## config.mk

```make
export PLATFORM = sky130hd
export DESIGN_NAME = vga_frame_arbiter
export DESIGN_NICKNAME = d
export VERILOG_FILES = /design/src/rtl/vga_frame_arbiter_pkg.sv /design/src/rtl/vga_write_fifo.sv /design/src/rtl/vga_frame_arbiter.sv
export SDC_FILE = /design/constraint.sdc
export NUM_CORES = 1
export LEC_CHECK = 0
export ABC_AREA = 1
export BUFFER_PORTS_ARGS = -buffer_cell sky130_fd_sc_hd__buf_2
export CAP_MARGIN = 0
export CORE_MARGIN = 4
export CORE_UTILIZATION = 35
export DETAILED_ROUTE_END_ITERATION = 16
export GPL_TIMING_DRIVEN = 0
export PLACE_DENSITY = 0.5
export SLEW_MARGIN = 20
export SYNTH_ARGS = -nofsm -noshare
export SYNTH_HDL_FRONTEND = slang
export SYNTH_SLANG_ARGS = --single-unit
export TNS_END_PERCENT = 1
```

## constraint.sdc

```tcl
create_clock -name clk -period 2.9 [get_ports clk]
set_input_delay 0.145 -clock clk [delete_from_list [all_inputs] [get_ports clk]]
set_output_delay 0.145 -clock clk [all_outputs]
set_load 0.1 [all_outputs]
```

## src/rtl/vga_frame_arbiter_pkg.sv

```systemverilog
// Shared definitions for the VGA frame-RAM arbiter: pixel geometry, the
// display timing constants shared with the VGA controller, and the
// per-cycle RAM slot type.
package vga_frame_arbiter_pkg;

  localparam int PIX_ADDR_W   = 19;      // 640x480 pixels fit in 19 bits
  localparam int PIX_COLOR_W  = 3;       // RGB 1:1:1
  localparam int FRAME_PIXELS = 307200;

  localparam int H_VISIBLE = 640;
  localparam int H_FRONT   = 16;
  localparam int H_SYNC    = 96;
  localparam int H_BACK    = 48;
  localparam int V_VISIBLE = 480;
  localparam int V_FRONT   = 10;
  localparam int V_SYNC    = 2;
  localparam int V_BACK    = 33;

  typedef enum logic [1:0] {
    SLOT_IDLE  = 2'd0,
    SLOT_READ  = 2'd1,
    SLOT_WRITE = 2'd2
  } slot_e;

  // Display fetches always win; queued writes take any otherwise free cycle.
  function automatic slot_e pick_slot(input logic rd_req, input logic fifo_empty);
    if (rd_req) return SLOT_READ;
    if (!fifo_empty) return SLOT_WRITE;
    return SLOT_IDLE;
  endfunction

endpackage

```

## src/rtl/vga_write_fifo.sv

```systemverilog
// Synchronous write-buffer FIFO with occupancy output. DEPTH must be a
// power of two so the pointers wrap naturally.
module vga_write_fifo #(
  parameter int DEPTH = 4,
  parameter int WIDTH = 23
) (
  input  logic                     clk_i,
  input  logic                     rst_ni,
  input  logic                     push_i,
  input  logic                     pop_i,
  input  logic [WIDTH-1:0]         wdata_i,
  output logic [WIDTH-1:0]         rdata_o,
  output logic                     full_o,
  output logic                     empty_o,
  output logic [$clog2(DEPTH):0]   level_o
);

  localparam int PTR_W = $clog2(DEPTH);
  localparam logic [PTR_W:0] FULL_LVL = (PTR_W+1)'(DEPTH);

  logic [WIDTH-1:0] mem_q [DEPTH];
  logic [PTR_W-1:0] rd_ptr_q, wr_ptr_q;
  logic [PTR_W:0]   level_q;
  logic             do_push, do_pop;

  assign full_o  = (level_q == FULL_LVL);
  assign empty_o = (level_q == '0);
  assign level_o = level_q;
  assign rdata_o = mem_q[rd_ptr_q];
  assign do_push = push_i && !full_o;
  assign do_pop  = pop_i && !empty_o;

  // Storage array: data only, no reset needed since level gates every read.
  always_ff @(posedge clk_i) begin
    if (do_push) mem_q[wr_ptr_q] <= wdata_i;
  end

  // Pointers and occupancy; simultaneous push and pop leave the level alone.
  always_ff @(posedge clk_i or negedge rst_ni) begin
    if (!rst_ni) begin
      rd_ptr_q <= '0;
      wr_ptr_q <= '0;
      level_q  <= '0;
    end else begin
      if (do_push) wr_ptr_q <= wr_ptr_q + 1'b1;
      if (do_pop)  rd_ptr_q <= rd_ptr_q + 1'b1;
      case ({do_push, do_pop})
        2'b10:   level_q <= level_q + 1'b1;
        2'b01:   level_q <= level_q - 1'b1;
        default: level_q <= level_q;
      endcase
    end
  end

endmodule

```

## src/rtl/vga_frame_arbiter.sv

```systemverilog
// Arbitrates one single-port frame RAM between display fetches (fixed
// 3-cycle latency, absolute priority) and buffered draw-engine writes.
// Optional feature macro: VGA_DOUBLE_BUFFER_EN enables two frame banks
// with a display-bank swap taken at the start of vertical blanking.
module vga_frame_arbiter
  import vga_frame_arbiter_pkg::*;
#(
  parameter int ADDR_W     = PIX_ADDR_W,
  parameter int COLOR_W    = PIX_COLOR_W,
  parameter int FIFO_DEPTH = 4
) (
  input  logic                        clk,
  input  logic                        rst,
  input  logic                        vgaReq,
  input  logic [ADDR_W-1:0]           vgaAddr,
  output logic [COLOR_W-1:0]          vgaData,
  output logic                        vgaValid,
  input  logic                        wrValid,
  input  logic [ADDR_W-1:0]           wrAddr,
  input  logic [COLOR_W-1:0]          wrData,
  output logic                        wrReady,
  output logic [$clog2(FIFO_DEPTH):0] fifoLevel,
  input  logic                        vBlankStart,
  input  logic                        swapReq,
  output logic                        swapDone,
  output logic [ADDR_W:0]             memAddr,
  output logic                        memWe,
  output logic [COLOR_W-1:0]          memWrData,
  input  logic [COLOR_W-1:0]          memRdData
);

  // Queue entry layout: {bank, addr, data}; the bank is frozen at push time.
  localparam int ENT_W = 1 + ADDR_W + COLOR_W;

  slot_e              slot;
  logic               push, pop, full, empty;
  logic [ENT_W-1:0]   head, wr_ent;
  logic               draw_bank;

  logic               disp_bank_q, disp_bank_d;
  logic               swap_pend_q, swap_pend_d;
  logic               swap_done_q, swap_done_d;
  logic [ADDR_W:0]    mem_addr_q, mem_addr_d;
  logic               mem_we_q, mem_we_d;
  logic [COLOR_W-1:0] mem_wd_q, mem_wd_d;
  logic               vld_p0_q, vld_p1_q, vga_valid_q;
  logic [COLOR_W-1:0] vga_data_q;

  vga_write_fifo #(
    .DEPTH (FIFO_DEPTH),
    .WIDTH (ENT_W)
  ) u_fifo (
    .clk_i   (clk),
    .rst_ni  (rst),
    .push_i  (push),
    .pop_i   (pop),
    .wdata_i (wr_ent),
    .rdata_o (head),
    .full_o  (full),
    .empty_o (empty),
    .level_o (fifoLevel)
  );

`ifdef VGA_DOUBLE_BUFFER_EN
  assign draw_bank = ~disp_bank_q;

  // Swap bookkeeping: a request waits for vblank; repeat requests merge.
  always_comb begin
    disp_bank_d = disp_bank_q;
    swap_pend_d = swap_pend_q;
    swap_done_d = 1'b0;
    if (vBlankStart && (swap_pend_q || swapReq)) begin
      disp_bank_d = ~disp_bank_q;
      swap_pend_d = 1'b0;
      swap_done_d = 1'b1;
    end else if (swapReq) begin
      swap_pend_d = 1'b1;
    end
  end
`else
  logic unused_swap_inputs;
  assign unused_swap_inputs = ^{swapReq, vBlankStart};
  assign draw_bank   = 1'b0;
  assign disp_bank_d = 1'b0;
  assign swap_pend_d = 1'b0;
  assign swap_done_d = 1'b0;
`endif

  assign wr_ent  = {draw_bank, wrAddr, wrData};
  assign wrReady = !full;
  assign push    = wrValid && !full;
  assign pop     = (slot == SLOT_WRITE);

  // Per-cycle RAM grant; idle cycles keep address and write data steady.
  always_comb begin
    slot       = pick_slot(vgaReq, empty);
    mem_addr_d = mem_addr_q;
    mem_we_d   = 1'b0;
    mem_wd_d   = mem_wd_q;
    case (slot)
      SLOT_READ:  mem_addr_d = {disp_bank_q, vgaAddr};
      SLOT_WRITE: begin
        mem_addr_d = head[ENT_W-1 -: ADDR_W+1];
        mem_wd_d   = head[COLOR_W-1:0];
        mem_we_d   = 1'b1;
      end
      default: ;
    endcase
  end

  // Registered RAM interface, read-valid pipeline and bank state.
  always_ff @(posedge clk or negedge rst) begin
    if (!rst) begin
      mem_addr_q  <= '0;
      mem_we_q    <= 1'b0;
      mem_wd_q    <= '0;
      vld_p0_q    <= 1'b0;
      vld_p1_q    <= 1'b0;
      vga_valid_q <= 1'b0;
      vga_data_q  <= '0;
      disp_bank_q <= 1'b0;
      swap_pend_q <= 1'b0;
      swap_done_q <= 1'b0;
    end else begin
      // p0: address presented to the RAM
      mem_addr_q  <= mem_addr_d;
      mem_we_q    <= mem_we_d;
      mem_wd_q    <= mem_wd_d;
      vld_p0_q    <= (slot == SLOT_READ);
      // p1: RAM output register holds the pixel
      vld_p1_q    <= vld_p0_q;
      // p2: pixel handed to the display
      vga_valid_q <= vld_p1_q;
      if (vld_p1_q) vga_data_q <= memRdData;
      disp_bank_q <= disp_bank_d;
      swap_pend_q <= swap_pend_d;
      swap_done_q <= swap_done_d;
    end
  end

  assign memAddr   = mem_addr_q;
  assign memWe     = mem_we_q;
  assign memWrData = mem_wd_q;
  assign vgaData   = vga_data_q;
  assign vgaValid  = vga_valid_q;
  assign swapDone  = swap_done_q;

endmodule
```

# Word level (Yosys, flattened, before mapping)
# Memory sizes are Yosys's and may differ from the RTL's.
# Cells that the tools add are included.
[totals] out_inout_bits=33 memories=1 reg_bits=37 mem_bits_ro=0 wordCells=40 in_bits=50 ram_bits=88 latchBits=0
[op_classes] n_bitwise=0 magnitude_cmp=0 addsub=4 n_div=0 n_mux=12 n_eq_ne=5 n_mul=0 n_reduce_logical=8 n_shift=0
[mem_list] memory="u_fifo.mem_q" depth=4 width=22 read_ports=1 rd_ports_with_merged_regs=0 write_ports=1 line="vga_write_fifo.sv:21" rtl="logic [WIDTH-1:0] mem_q [DEPTH];"
[op_table] operator="$pmux 20 s2" n=1
[op_table] operator="$mux 2" n=4
[op_table] operator="$mux 1" n=6
[op_table] operator="$pmux 3 s2" n=1
[op_table] operator="$add 2x1->2 const B" n=2
[op_table] operator="$eq 2x1->1 const B" n=2
[op_table] operator="$eq 2x2->1 const B" n=2
[op_table] operator="$reduce_bool 2->1" n=2
[op_table] operator="$add 3x1->3 const B" n=1
[op_table] operator="$eq 3x3->1 const B" n=1
[op_table] operator="$logic_and 1x1->1" n=3
[op_table] operator="$logic_not 3->1" n=1
[op_table] operator="$sub 3x1->3 const B" n=1
[op_table] operator="$logic_not 1->1" n=2

# Depth between registers and ports, before layout
# Gate-level depths: netlist of the first run.
[depth] depth_word=9 depth_mapped=12 ltp_nobuf=11

# By module
# A second synthesis of the first run with hierarchy kept.
[hier_totals] cells_unflattened=473 area_unflattened_um2=5688.0
[modules_own_cells] module="vga_write_fifo" area_per_inst_um2=4126.5 cells_per_inst=330 n_inst=1 seq_area_each_um2=2937.8
[modules_own_cells] module="vga_frame_arbiter" area_per_inst_um2=1561.5 cells_per_inst=143 n_inst=1 seq_area_each_um2=750.7

# Least setup slack after synthesis of the first run
# OpenSTA, ideal clock, no wires.
[synth_path] path_type="reg2reg" startpoint="register u_fifo.level_q[0], in the netlist u_fifo.level_o[0]" endpoint="memory u_fifo.mem_q[0][0] (netlist bit), enable pin" required_time_ps=2499 stages_incl_launch_ff=6 synth_period_minus_slack_ps=3006 setup_slack_ps=-106 path_buffers=1 t_arrival_ps=2605 setup_time_ps=401 path_cell_list="dfrtp_1 nor2_4 buf_6 nand2_4 nand2_4 nor2_1"
[synth_between] elab_chain_cells=6
[synth_rtl] element="start, declared" line="vga_write_fifo.sv:23" rtl="logic [PTR_W:0] level_q;"
[synth_rtl] element="start signal, assigned" line="vga_write_fifo.sv:48" rtl="2'b10: level_q <= level_q + 1'b1;"
[synth_rtl] element="start signal, assigned" line="vga_write_fifo.sv:49" rtl="2'b01: level_q <= level_q - 1'b1;"
[synth_rtl] element="start signal, assigned" line="vga_write_fifo.sv:50" rtl="default: level_q <= level_q;"
[synth_rtl] element="$eq 3x3->1 (*)" line="vga_write_fifo.sv:26" rtl="assign full_o = (level_q == FULL_LVL);"
[synth_rtl] element="$logic_not 1->1 (*)"
[synth_rtl] element="net wrReady" line="vga_frame_arbiter.sv:21" rtl="output logic wrReady,"
[synth_rtl] element="$logic_and 1x1->1" line="vga_frame_arbiter.sv:91" rtl="assign push = wrValid && !full;"
[synth_rtl] element="$logic_and 1x1->1 (*)" line="vga_write_fifo.sv:30" rtl="assign do_push = push_i && !full_o;"
[synth_rtl] element="$mux 1 (*)" line="vga_write_fifo.sv:35" rtl="if (do_push) mem_q[wr_ptr_q] <= wdata_i;"
[synth_rtl] element="$mux 1 (implied by the code) (*)" line="vga_write_fifo.sv:35"
[synth_rtl] element="end, declared" line="vga_write_fifo.sv:21"
# Mark *: on every way through the listed nets, which the timed path passes. The rest lies on a longest branch.

# Final worst setup path of the first run
[layout_path] startpoint="register u_fifo.level_q[0], in the netlist u_fifo.level_o[0]" endpoint="register u_fifo.level_q[2], in the netlist u_fifo.level_o[2]"
[layout_between] elab_chain_cells=9 elab_cells_between_ends=19 cone_classes="add/sub: 2; eq/ne: 4; mux: 6; reduce/logical: 7"
[layout_rtl] element="$logic_not 3->1" line="vga_write_fifo.sv:27" rtl="assign empty_o = (level_q == '0);"
[layout_rtl] element="$mux 1 (2 in a row)" line="vga_frame_arbiter_pkg.sv:28" rtl="if (!fifo_empty) return SLOT_WRITE;"
[layout_rtl] element="$mux 2" line="vga_frame_arbiter_pkg.sv:29" rtl="return SLOT_IDLE;"
[layout_rtl] element="$mux 2" line="vga_frame_arbiter_pkg.sv:28"
[layout_rtl] element="$eq 2x2->1" line="vga_frame_arbiter.sv:92" rtl="assign pop = (slot == SLOT_WRITE);"
[layout_rtl] element="$logic_and 1x1->1" line="vga_write_fifo.sv:31" rtl="assign do_pop = pop_i && !empty_o;"
[layout_rtl] element="$eq 2x1->1 / $eq 2x2->1 (equally long branches)" line="vga_write_fifo.sv:47" rtl="case ({do_push, do_pop})"
[layout_rtl] element="$pmux 3 s2 / $reduce_bool 2->1 (equally long branches)"
# Several ways; a longest one is shown, not always the timed one. The select of a mux whose other input is x is not followed.
# A chain may end at the register's enable or synchronous reset.

==> metrics list, run 1 <==
- Worst Tran Pin Value: 0.900 ns
- Register share of total power: 31.5%
* Synthesized area per cell: 9.81 um^2
- Clock power share: 24.4%
- Final Skew: 0.00604 ns
- Net switching share of the total power: 44.6%
* Mapped cell area: 5550 um^2
- In the finished design, the share of the clock period the worst path needs comes to 71.2%.
- Of the cells placed in the final design, the portion with a size suffix greater than 1 is 20.8%.
* Largest net degree at the start of global routing: 37
- In this run the post-CTS setup repair buffer count came out at 0.
- Global route overflow: 0
- Portion of the post-synthesis area used by sequential elements: 63.8%
- Among cell families on the critical path, the largest total delay comes from adder cells.
* IR Drop Worst-Case VDD: 0.588 mV
- Net load switching power: 3.60 mW
* Hold path start: vgaAddr[0]
- Count of hold-fix buffers inserted at cts: 29
- For this run, the slowest stage of the critical path takes 0.43 ns.
- Counting flops with an async set or reset pin after synthesis yields a share of 29.0%.
* Crit-path slowest cell: sky130_fd_sc_hd__dfrtp_1
- Fin Hold WS: 0.0174 ns
- For this run, the leading register cell type out of synthesis is sky130_fd_sc_hd__edfxtp_1.
- Cell mode on critical path: sky130_fd_sc_hd__nand2_4
- The floorplan step defined a die boundary enclosing 17900 um^2.
* Global routing usage on met2: 23.2%
* Crit path buffers/inverters: 2
- Count of filler cells inserted in the layout: 1470
- Met3 global-route usage: 3.75%
* Drt drc: 0
- The count of nets left with antenna violations once routing finished came out at 0.
- P_int: 4.46 mW
* Synth top area share: 47.6%
- Counting every instance in the synthesized netlist gives 566.
- Total power divided by cell area: 1120 nW/um^2
- Highest attainable clock frequency: 484 MHz
* Final number of hold-violating endpoints: 0
- Number of enable flip-flop cells after synthesis: 88
- Root Buffer: sky130_fd_sc_hd__clkbuf_16
* Final core utilization: 46.7%
- For this design the top-level I/O count stands at 83.
- The tightest min-delay check is of the in -> reg type.
- First-pass GRT wire length: 20000 um
* Number of distinct standard cells referenced by the synthesized netlist: 26
- Detailed placement finished with a half-perimeter wire length of 8440 um.
- Sinks on Clock Net: 124
* Die Y: 134 um
- The number of antenna violations at the first check in global routing came to 0.
* Clock-pin slew on the worst setup and hold paths: 0.05 ns
* H-Tree Depth: 4
- The most common cell in the synthesized netlist is sky130_fd_sc_hd__nand2_1.
* Outcome: completed
- Total of flip-flops plus latches after synthesis: 124
- After synthesis, the most frequently instantiated cells are 201 x sky130_fd_sc_hd__nand2_1, 119 x sky130_fd_sc_hd__inv_1, 88 x sky130_fd_sc_hd__edfxtp_1.
- In this run the worst path has a maximum fanout of 10.
- Total power of the final layout: 8.07 mW
- The via count of the first global-routing pass was 3844.
- Number of nets in the finished design: 753
- The number of antenna diodes in the final layout is 0.
- Number of buffers on the longest clock path: 2
- The initial utilization of the core area, before any placement, comes to 36.1%.
* Count of pins over their slew limit: 0
- Die span in x: 134 um
* Number of max-cap violations: 0
- Yosys warns: 0
- Core Box Area: 15400 um^2
- After detailed routing, the number of vias per cell comes to 4.18.
- Final Routed Wirelength: 12600 um
- met2 is the most crowded layer.
* Placer congestion estimate: 0.743
- Category of the most critical setup path: reg -> reg
- Gr usage total: 14.7%
- Summing over every cut layer, the via total after detailed routing is 3848.
- The worst path needs 2.07 ns of the cycle, external delays included.
* Latest clock arrival within the worst-skew pair: 0.42 ns
- In this run the tool buffered the top-level ports with 78 buffer cells.
- Ranked by total cell area, the synthesized netlist is headed by sky130_fd_sc_hd__edfxtp_1 48%, sky130_fd_sc_hd__dfrtp_1 16%, sky130_fd_sc_hd__nand2_1 14%, sky130_fd_sc_hd__inv_1 8.0%, sky130_fd_sc_hd__nand3_1 4.1%.
- From synthesis to final layout, the design area changed by 29.1%.
- Reported leakage power: 3.50 nW
- Initial DRT Pass Iterations: 4
* TritonCTS clock tree: yes
- Met1 usage in global routing: 19.2%
* Cell row count: 45
- Number of buffers created by CTS: 17
- Kind of capture point of the worst setup path: register
- Number of cells upsized or downsized after cts: 0
- The detailed router finished its first iteration with 177 violations.
* Most area-hungry cell type in the Yosys netlist: sky130_fd_sc_hd__edfxtp_1
- Setup violations remaining at the end of the flow were counted as 0.
- In this run the critical register-to-register path is launched from u_fifo.level_o[0].
* Worst rel slew slack: 40.0%
* Cell breakdown of the critical path: nor2_4 > buf_6 > nand2_4 > nand2_4 > ha_1 > inv_1 > fa_1 > nand2_1 > nand3b_1 > xor2_1
- The most critical setup path has its startpoint at u_fifo.level_o[0].
* Critical path data arrival time: 2.36 ns
* Routed wire length per instance: 13.7 um
- At the worst endpoint, the required time is 3.20 ns.
- Type of origin of the critical path: register
- Combinational logic is responsible for 44.1% of the overall power.
- Setup repair after global routing left no endpoint under its margin.
worst paths after layout:
path                                endpoint  slack, ns  depth (start not counted)
max                        u_fifo.level_o[2]       0.83                         10
min reg2reg                         vld_p1_q       0.35                          0
max in group asynchronous         memAddr[1]       1.93                          2
max reg2reg                u_fifo.level_o[2]       0.83                         10
min                               memAddr[0]       0.02                          5
min in group asynchronous        memAddr[13]       0.41                          2
through the flow:
stage	instances	setup WS [ns]	area (um^2)	setup TNS (ns)
final	921	0.835	7170	0
after floorplan	567	-0.106	5560	-9.32
after detailed placement	860	0.808	6340	0
after CTS	921	0.809	7170	0
after global placement	856	-0.161	6210	-9.98
after global routing	921	0.627	7170	0
tightest hold or removal path, cell delays in order:
cell	delay (ns)
sky130_fd_sc_hd__buf_2	0.07
sky130_fd_sc_hd__nand2_1	0.04
sky130_fd_sc_hd__nand2_1	0.05
sky130_fd_sc_hd__inv_1	0.03
sky130_fd_sc_hd__nand2_1	0.05
flip-flops by register name, summed over array words and instances, names as in the netlist:
signal           flops
memAddr             19
memWe                1
memWrData            3
u_fifo.level_o       3
u_fifo.mem_q        88
u_fifo.rd_ptr_q      2
u_fifo.wr_ptr_q      2
vgaData              3
vgaValid             1
vld_p0_q             1
vld_p1_q             1
cells by family (layout without fill, tap and decap cells):
group	Yosys count	in the layout	share of synthesized area, %
flops	124	124	63.8
other cells	1	2	0.0675
fa+ha+maj	6	6	1.49
compound gates	2	2	0.180
buf+inv	150	293	11.8
simple gates	275	275	21.1
mux	3	3	0.608
xor+xnor	5	5	0.924
metal layers:
metal | wire length (um) | share of wire, % | vias to the layer above
met5 | 0 | 0 | -
met4 | 223 | 1.8 | 0
met3 | 645 | 5.1 | 18
met2 | 5880 | 47 | 92
met1 | 5830 | 46 | 1727
li1 | - | - | 2011
power groups by stage:
stage / combinational (mW) / clock [mW] / sequential, mW
2_1_floorplan: 1.44 / 0 / 3.77
4_1_cts: 3.61 / 2.00 / 2.54
3_5_place_dp: 3.57 / 0 / 2.58
3_3_place_gp: 3.43 / 0 / 2.58
6_report: 3.56 / 1.97 / 2.54
5_1_grt: 3.85 / 2.08 / 2.59
final cells by class:
cell class / instances / area [um^2] / share of cell area (%)
Clock inverter: 9 / 96.3 / 1.34
Inverter: 123 / 467 / 6.51
Tap cell: 211 / 264 / 3.68
Clock buffer: 23 / 448 / 6.25
Sequential cell: 124 / 3540 / 49.4
Buffer: 27 / 189 / 2.63
Multi-Input combinational cell: 293 / 1390 / 19.4
Timing Repair Buffer: 111 / 776 / 10.8
placed cells by master, fill, tap and decap left out, types with 3 or more instances in the layout:
| cell | synthesis | final |
|---|---|---|
| sky130_fd_sc_hd__nand2_4 | 3 | 3 |
| sky130_fd_sc_hd__clkbuf_16 | 0 | 17 |
| sky130_fd_sc_hd__nand4_1 | 19 | 19 |
| sky130_fd_sc_hd__buf_6 | 4 | 4 |
| sky130_fd_sc_hd__inv_1 | 119 | 119 |
| sky130_fd_sc_hd__clkinv_1 | 0 | 3 |
| sky130_fd_sc_hd__dfrtp_1 | 36 | 36 |
| sky130_fd_sc_hd__nand2_1 | 201 | 201 |
| sky130_fd_sc_hd__clkbuf_1 | 1 | 7 |
| sky130_fd_sc_hd__buf_2 | 10 | 88 |
| sky130_fd_sc_hd__nand3_1 | 45 | 45 |
| sky130_fd_sc_hd__mux2_2 | 3 | 3 |
| sky130_fd_sc_hd__ha_1 | 5 | 5 |
| sky130_fd_sc_hd__dlygate4sd3_1 | 0 | 29 |
| sky130_fd_sc_hd__buf_4 | 12 | 12 |
| sky130_fd_sc_hd__nor2_4 | 1 | 5 |
| sky130_fd_sc_hd__edfxtp_1 | 88 | 88 |
Note: power is estimated with default switching activity, not from simulation.
==> inputs of run 2 (changes only) <==
--- a/config.mk
+++ b/config.mk
@@ -5,14 +5,14 @@
 export SDC_FILE = /design/constraint.sdc
 export NUM_CORES = 1
 export LEC_CHECK = 0
-export ABC_AREA = 1
+export ABC_AREA = 0
 export BUFFER_PORTS_ARGS = -buffer_cell sky130_fd_sc_hd__buf_2
 export CAP_MARGIN = 0
 export CORE_MARGIN = 4
 export CORE_UTILIZATION = 35
 export DETAILED_ROUTE_END_ITERATION = 16
 export GPL_TIMING_DRIVEN = 0
-export PLACE_DENSITY = 0.5
+export PLACE_DENSITY = 0.51
 export SLEW_MARGIN = 20
 export SYNTH_ARGS = -nofsm -noshare
 export SYNTH_HDL_FRONTEND = slang
==> constraint.sdc (replaced) <==
create_clock -name clk -period 1.95 [get_ports clk]
set_input_delay 0.0975 -clock clk [delete_from_list [all_inputs] [get_ports clk]]
set_output_delay 0.0975 -clock clk [all_outputs]
set_load 0.1 [all_outputs]
==> run 2 against run 1 <==
Effect of this change: the flow now finishes with violations (negative setup slack); global-route usage down 0.60 points; clock skew increased by 0.0013 ns; sequential share of layout area up 5.2 points; critical path type unchanged; sequential cell count unchanged; worst hold slack gained 0.15 ns; wire length shrank 20%; synthesized cell count is 55% lower; combinational power increased by 20%.
==> metrics list, run 2 <==
- The setup slack of the critical path after layout was -0.158 ns (-0.993 ns).
* Synthesis-to-finish area growth: 36.3%
- The total clock sinks came to 124 (unchanged).
* Final Skew: 0.00735 ns (+0.00131 ns)
- The global routing stage identified its most utilized layer as met2.
* Crit-path slowest cell: sky130_fd_sc_hd__dfrtp_4
- Total power of the final layout: 11.1 mW (+37%)
- The number of optimization iterations in the first detailed-route pass is 4 (unchanged).
* Most common cell after layout, fill and taps aside: sky130_fd_sc_hd__edfxtp_1
- DP HPWL: 6110 um (-28%)
- Final-report setup violation count: 2 (+2)
- The post-synthesis cell type count was 26 (unchanged).
* Total of flip-flops plus latches after synthesis: 124 (unchanged)
- Most area-hungry cell type in the Yosys netlist: sky130_fd_sc_hd__edfxtp_1
* Total via count in the routed design: 2750 (-29%)
- The data arrival time of the worst path came to 2.44 ns (+0.08 ns).
- Final critical-path share of the clock period: 108% (+37 points)
- The count of synthesis-stage warnings from yosys was 0 (unchanged).
- Required time of the worst setup path: 2.28 ns (-0.92 ns)
- Cell breakdown of the critical path: or3b_4 > and2_4 > inv_2 > ha_4 > inv_2 > fa_2 > xor2_1 > nor2_1 > xor2_1
- Proportion of register bits with asynchronous set or reset after synthesis: 29.0% (unchanged)
* Number of antenna violations at the first check in global routing: 0 (unchanged)
- Remaining number of nets flagged by the antenna check after routing: 0 (unchanged)
- Sorting the synthesized cells by area gives the leading types as sky130_fd_sc_hd__edfxtp_1 55%, sky130_fd_sc_hd__dfrtp_1 19%, sky130_fd_sc_hd__mux4_2 10%, sky130_fd_sc_hd__a22oi_1 3.0%, sky130_fd_sc_hd__inv_1 2.1%.
- The maximum number of pins on one net before global-route repair came to 37 (unchanged).
- Met1 usage in global routing: 18.1% (-1.1 points)
- The sequential share of the synthesized area is 74.3% (+10 points).
- The maximum resistive drop on vdd came to 1.06 mV (+80%).
- The first-pass GRT wire length is 16600 um (-17%).
* Final Routed Wirelength: 10000 um (-20%)
- Highest attainable clock frequency: 474 MHz (-2.0%)
- The clock-pin slew reported for the worst setup and hold paths after clock tree synthesis was 0.05 ns (about the same).
* Number of port buffers: 78 (unchanged)
- The final critical-path required period is 2.11 ns (+0.0429 ns).
- The floorplan die area was 15600 um^2 (-13%).
- Total power divided by cell area: 1700 nW/um^2 (+51%)
* Via count of the first global-routing pass: 3002 (-22%)
* Via density per instance: 4.61 (+10%)
* H-Tree Depth: 4 (unchanged)
* Number of nets in the finished design: 463 (-39%)
* Synth top area share: 55.4% (+7.8 points)
* TritonCTS clock tree: yes
* Synthesized area per cell: 18.6 um^2 (+89%)
- The critical path is of the reg -> reg type.
- Number of enable flip-flop cells after synthesis: 88 (unchanged)
- The met3 global-route usage came to 5.96% (+2.2 points).
* Worst rel slew slack: 40.2% (+0.23 points)
- Maximum fanout along the worst path: 4 (-6)
- The post-synthesis instance area came to 4770 um^2 (-14%).
- The tightest min-delay check is of the in -> reg type.
- The checks that failed: negative setup slack.
- The number of buffers added by the clock tree synthesis step came to 17 (unchanged).
- The placed standard-cell area came to 5410 um^2 (-15%).
- Number of max-cap violations: 0 (unchanged)
* Reported leakage power: 2.57 nW (-27%)
* Outcome: finished, violations left
- The die height came to 125 um (-6.9%).
* Maximum single-stage delay on the critical path: 0.49 ns (+0.06 ns)
- Number of cells in the design after placement: 512 (-40%)
- The worst-skew pair later-pin latency came to 0.41 ns (about the same).
- The initial cell density of the core was 35.9% (-0.23 points).
- Synth Flop Type: sky130_fd_sc_hd__edfxtp_1
- Setup repair after global routing could not meet its margin everywhere.
- Max reg flops: 88 (unchanged)
- The row count was 42 (-6.7%).
* Drt drc: 0 (unchanged)
- Most used cells in the layout excluding fill and tap cells: 88 x sky130_fd_sc_hd__edfxtp_1, 82 x sky130_fd_sc_hd__buf_2, 46 x sky130_fd_sc_hd__dlygate4sd3_1, 33 x sky130_fd_sc_hd__dfrtp_1, 24 x sky130_fd_sc_hd__inv_1
* Biggest register: u_fifo.mem_q
- Top cells by count, synth: 88 x sky130_fd_sc_hd__edfxtp_1, 36 x sky130_fd_sc_hd__dfrtp_1, 27 x sky130_fd_sc_hd__inv_1
* Global routing usage on met2: 21.7% (-1.5 points)
- The fraction of final layout cells with drive strength greater than 1 is 40.0% (+19 points).
* Routed wire length per instance: 16.8 um (+23%)
* Placer congestion estimate: 0.667 (-10%)
* Number of buffers on the longest clock path: 2 (unchanged)
- Kind of capture point of the worst setup path: register
* Global route overflow: 0 (unchanged)
- The first-iteration detailed-routing DRC count is 128 (-28%).
- The transition time at the pin with the least slew margin came to 0.897 ns (-0.00348 ns).
- Count of pins over their slew limit: 0 (unchanged)
* I/O pin cnt: 83 (unchanged)
- Gr usage total: 14.1% (-0.60 points)
* Cell count after synthesis: 257 (-55%)
* Root Buffer: sky130_fd_sc_hd__clkbuf_16
* Final number of hold-violating endpoints: 0 (unchanged)
- The die extent in x is 125 um (-6.9%).
* Type of origin of the critical path: register
- The final antenna diode count came to 0 (unchanged).
* Area of all placed cells without fillers: 6500 um^2 (-9.3%)
- The total core area was 13300 um^2 (-14%).
- The filler-free cell count of the finished design was 596 (-35%).
* Cell with the most instances after synthesis: sky130_fd_sc_hd__edfxtp_1
## run 2: cell types whose count changed in the layout (fill, tap and decap cells not counted), moves of 19 or more
cell,delta
sky130_fd_sc_hd__mux4_2,+22
sky130_fd_sc_hd__inv_1,-95
sky130_fd_sc_hd__nand4_1,-19
sky130_fd_sc_hd__a22oi_1,+19
sky130_fd_sc_hd__nand3_1,-45
sky130_fd_sc_hd__nand2_1,-200
## run 2: where the power goes
part	internal [mW]	leakage, nW	switching, mW
registers	3.56	1.23	0.264
logic	1.21	1.06	3.07
clock network	1.90	0.283	1.06
total	6.67	2.57	4.39
## run 2: metrics by stage
stage          util, %  setup TNS, ns  worst slack (ns)  hold WS [ns]
6_report          48.9         -0.249            -0.158         0.165
4_1_cts           48.8         -0.270            -0.178         0.145
3_5_place_dp      40.7         -0.386            -0.264         0.286
3_3_place_gp      40.7         -0.340            -0.240         0.275
2_1_floorplan        -          -3.65            -0.532        -0.198
5_1_grt           48.9          -1.67            -0.216         0.171
## run 2: per-layer routing
layer / vias up / wire (um)
met5: - / 0
met4: 0 / 124
met3: 11 / 747
met2: 91 / 4690
met1: 1375 / 4480
li1: 1273 / -
## run 2: worst paths after layout
path	start	endpoint	slack [ns]	cells after the start
setup / recovery	u_fifo.level_o[1]	u_fifo.level_o[2]	-0.16	9
hold / removal	wrValid	u_fifo.wr_ptr_q[0]	0.16	4
setup reg to reg	u_fifo.level_o[1]	u_fifo.level_o[2]	-0.16	9
hold reg to reg	vld_p0_q	vld_p1_q	0.35	0
max in group asynchronous	rst	u_fifo.level_o[2]	0.93	2
min in group asynchronous	rst	u_fifo.wr_ptr_q[0]	0.36	2
## run 2: critical path, delay by kind of cell (launching register included)
| family | cells | cell delay [ns] |
|---|---|---|
| flops | 1 | 0.49 |
| buf+inv | 2 | 0.08 |
| fa+ha+maj | 2 | 0.45 |
| simple gates | 3 | 0.70 |
| xor+xnor | 2 | 0.29 |
## run 2: cell type report
cell class,instances,area (um^2)
well taps,176,220
plain buffers,13,76.3
multi-input cells,94,1080
clock buffers,24,502
clock inverters,8,66.3
flip-flops and latches,124,3550
repair buffers,130,896
inverters,27,105
fillers,1158,6790
## run 2: cells by family (layout without fill, tap and decap cells)
kind of cell / count (synthesis) / after routing / synth area share (%)
adders and majority gates: 6 / 6 / 1.73
other: 1 / 2 / 0.0786
and+or+nand+nor: 12 / 12 / 2.05
xor gates and xnor gates: 6 / 6 / 1.10
AOI/OAI and AO/OA: 39 / 39 / 5.09
buffers and inverters: 40 / 202 / 3.59
DFF: 124 / 124 / 74.3
muxes: 29 / 29 / 12.1
## run 2: timing repair
item,in CTS,in global routing
gates resized for setup,4,10
hold buffers,46,0
setup endpoints to repair,3,100
pin swaps,5,5
endpoints found under the hold margin,147,0
buffers inserted,5,1
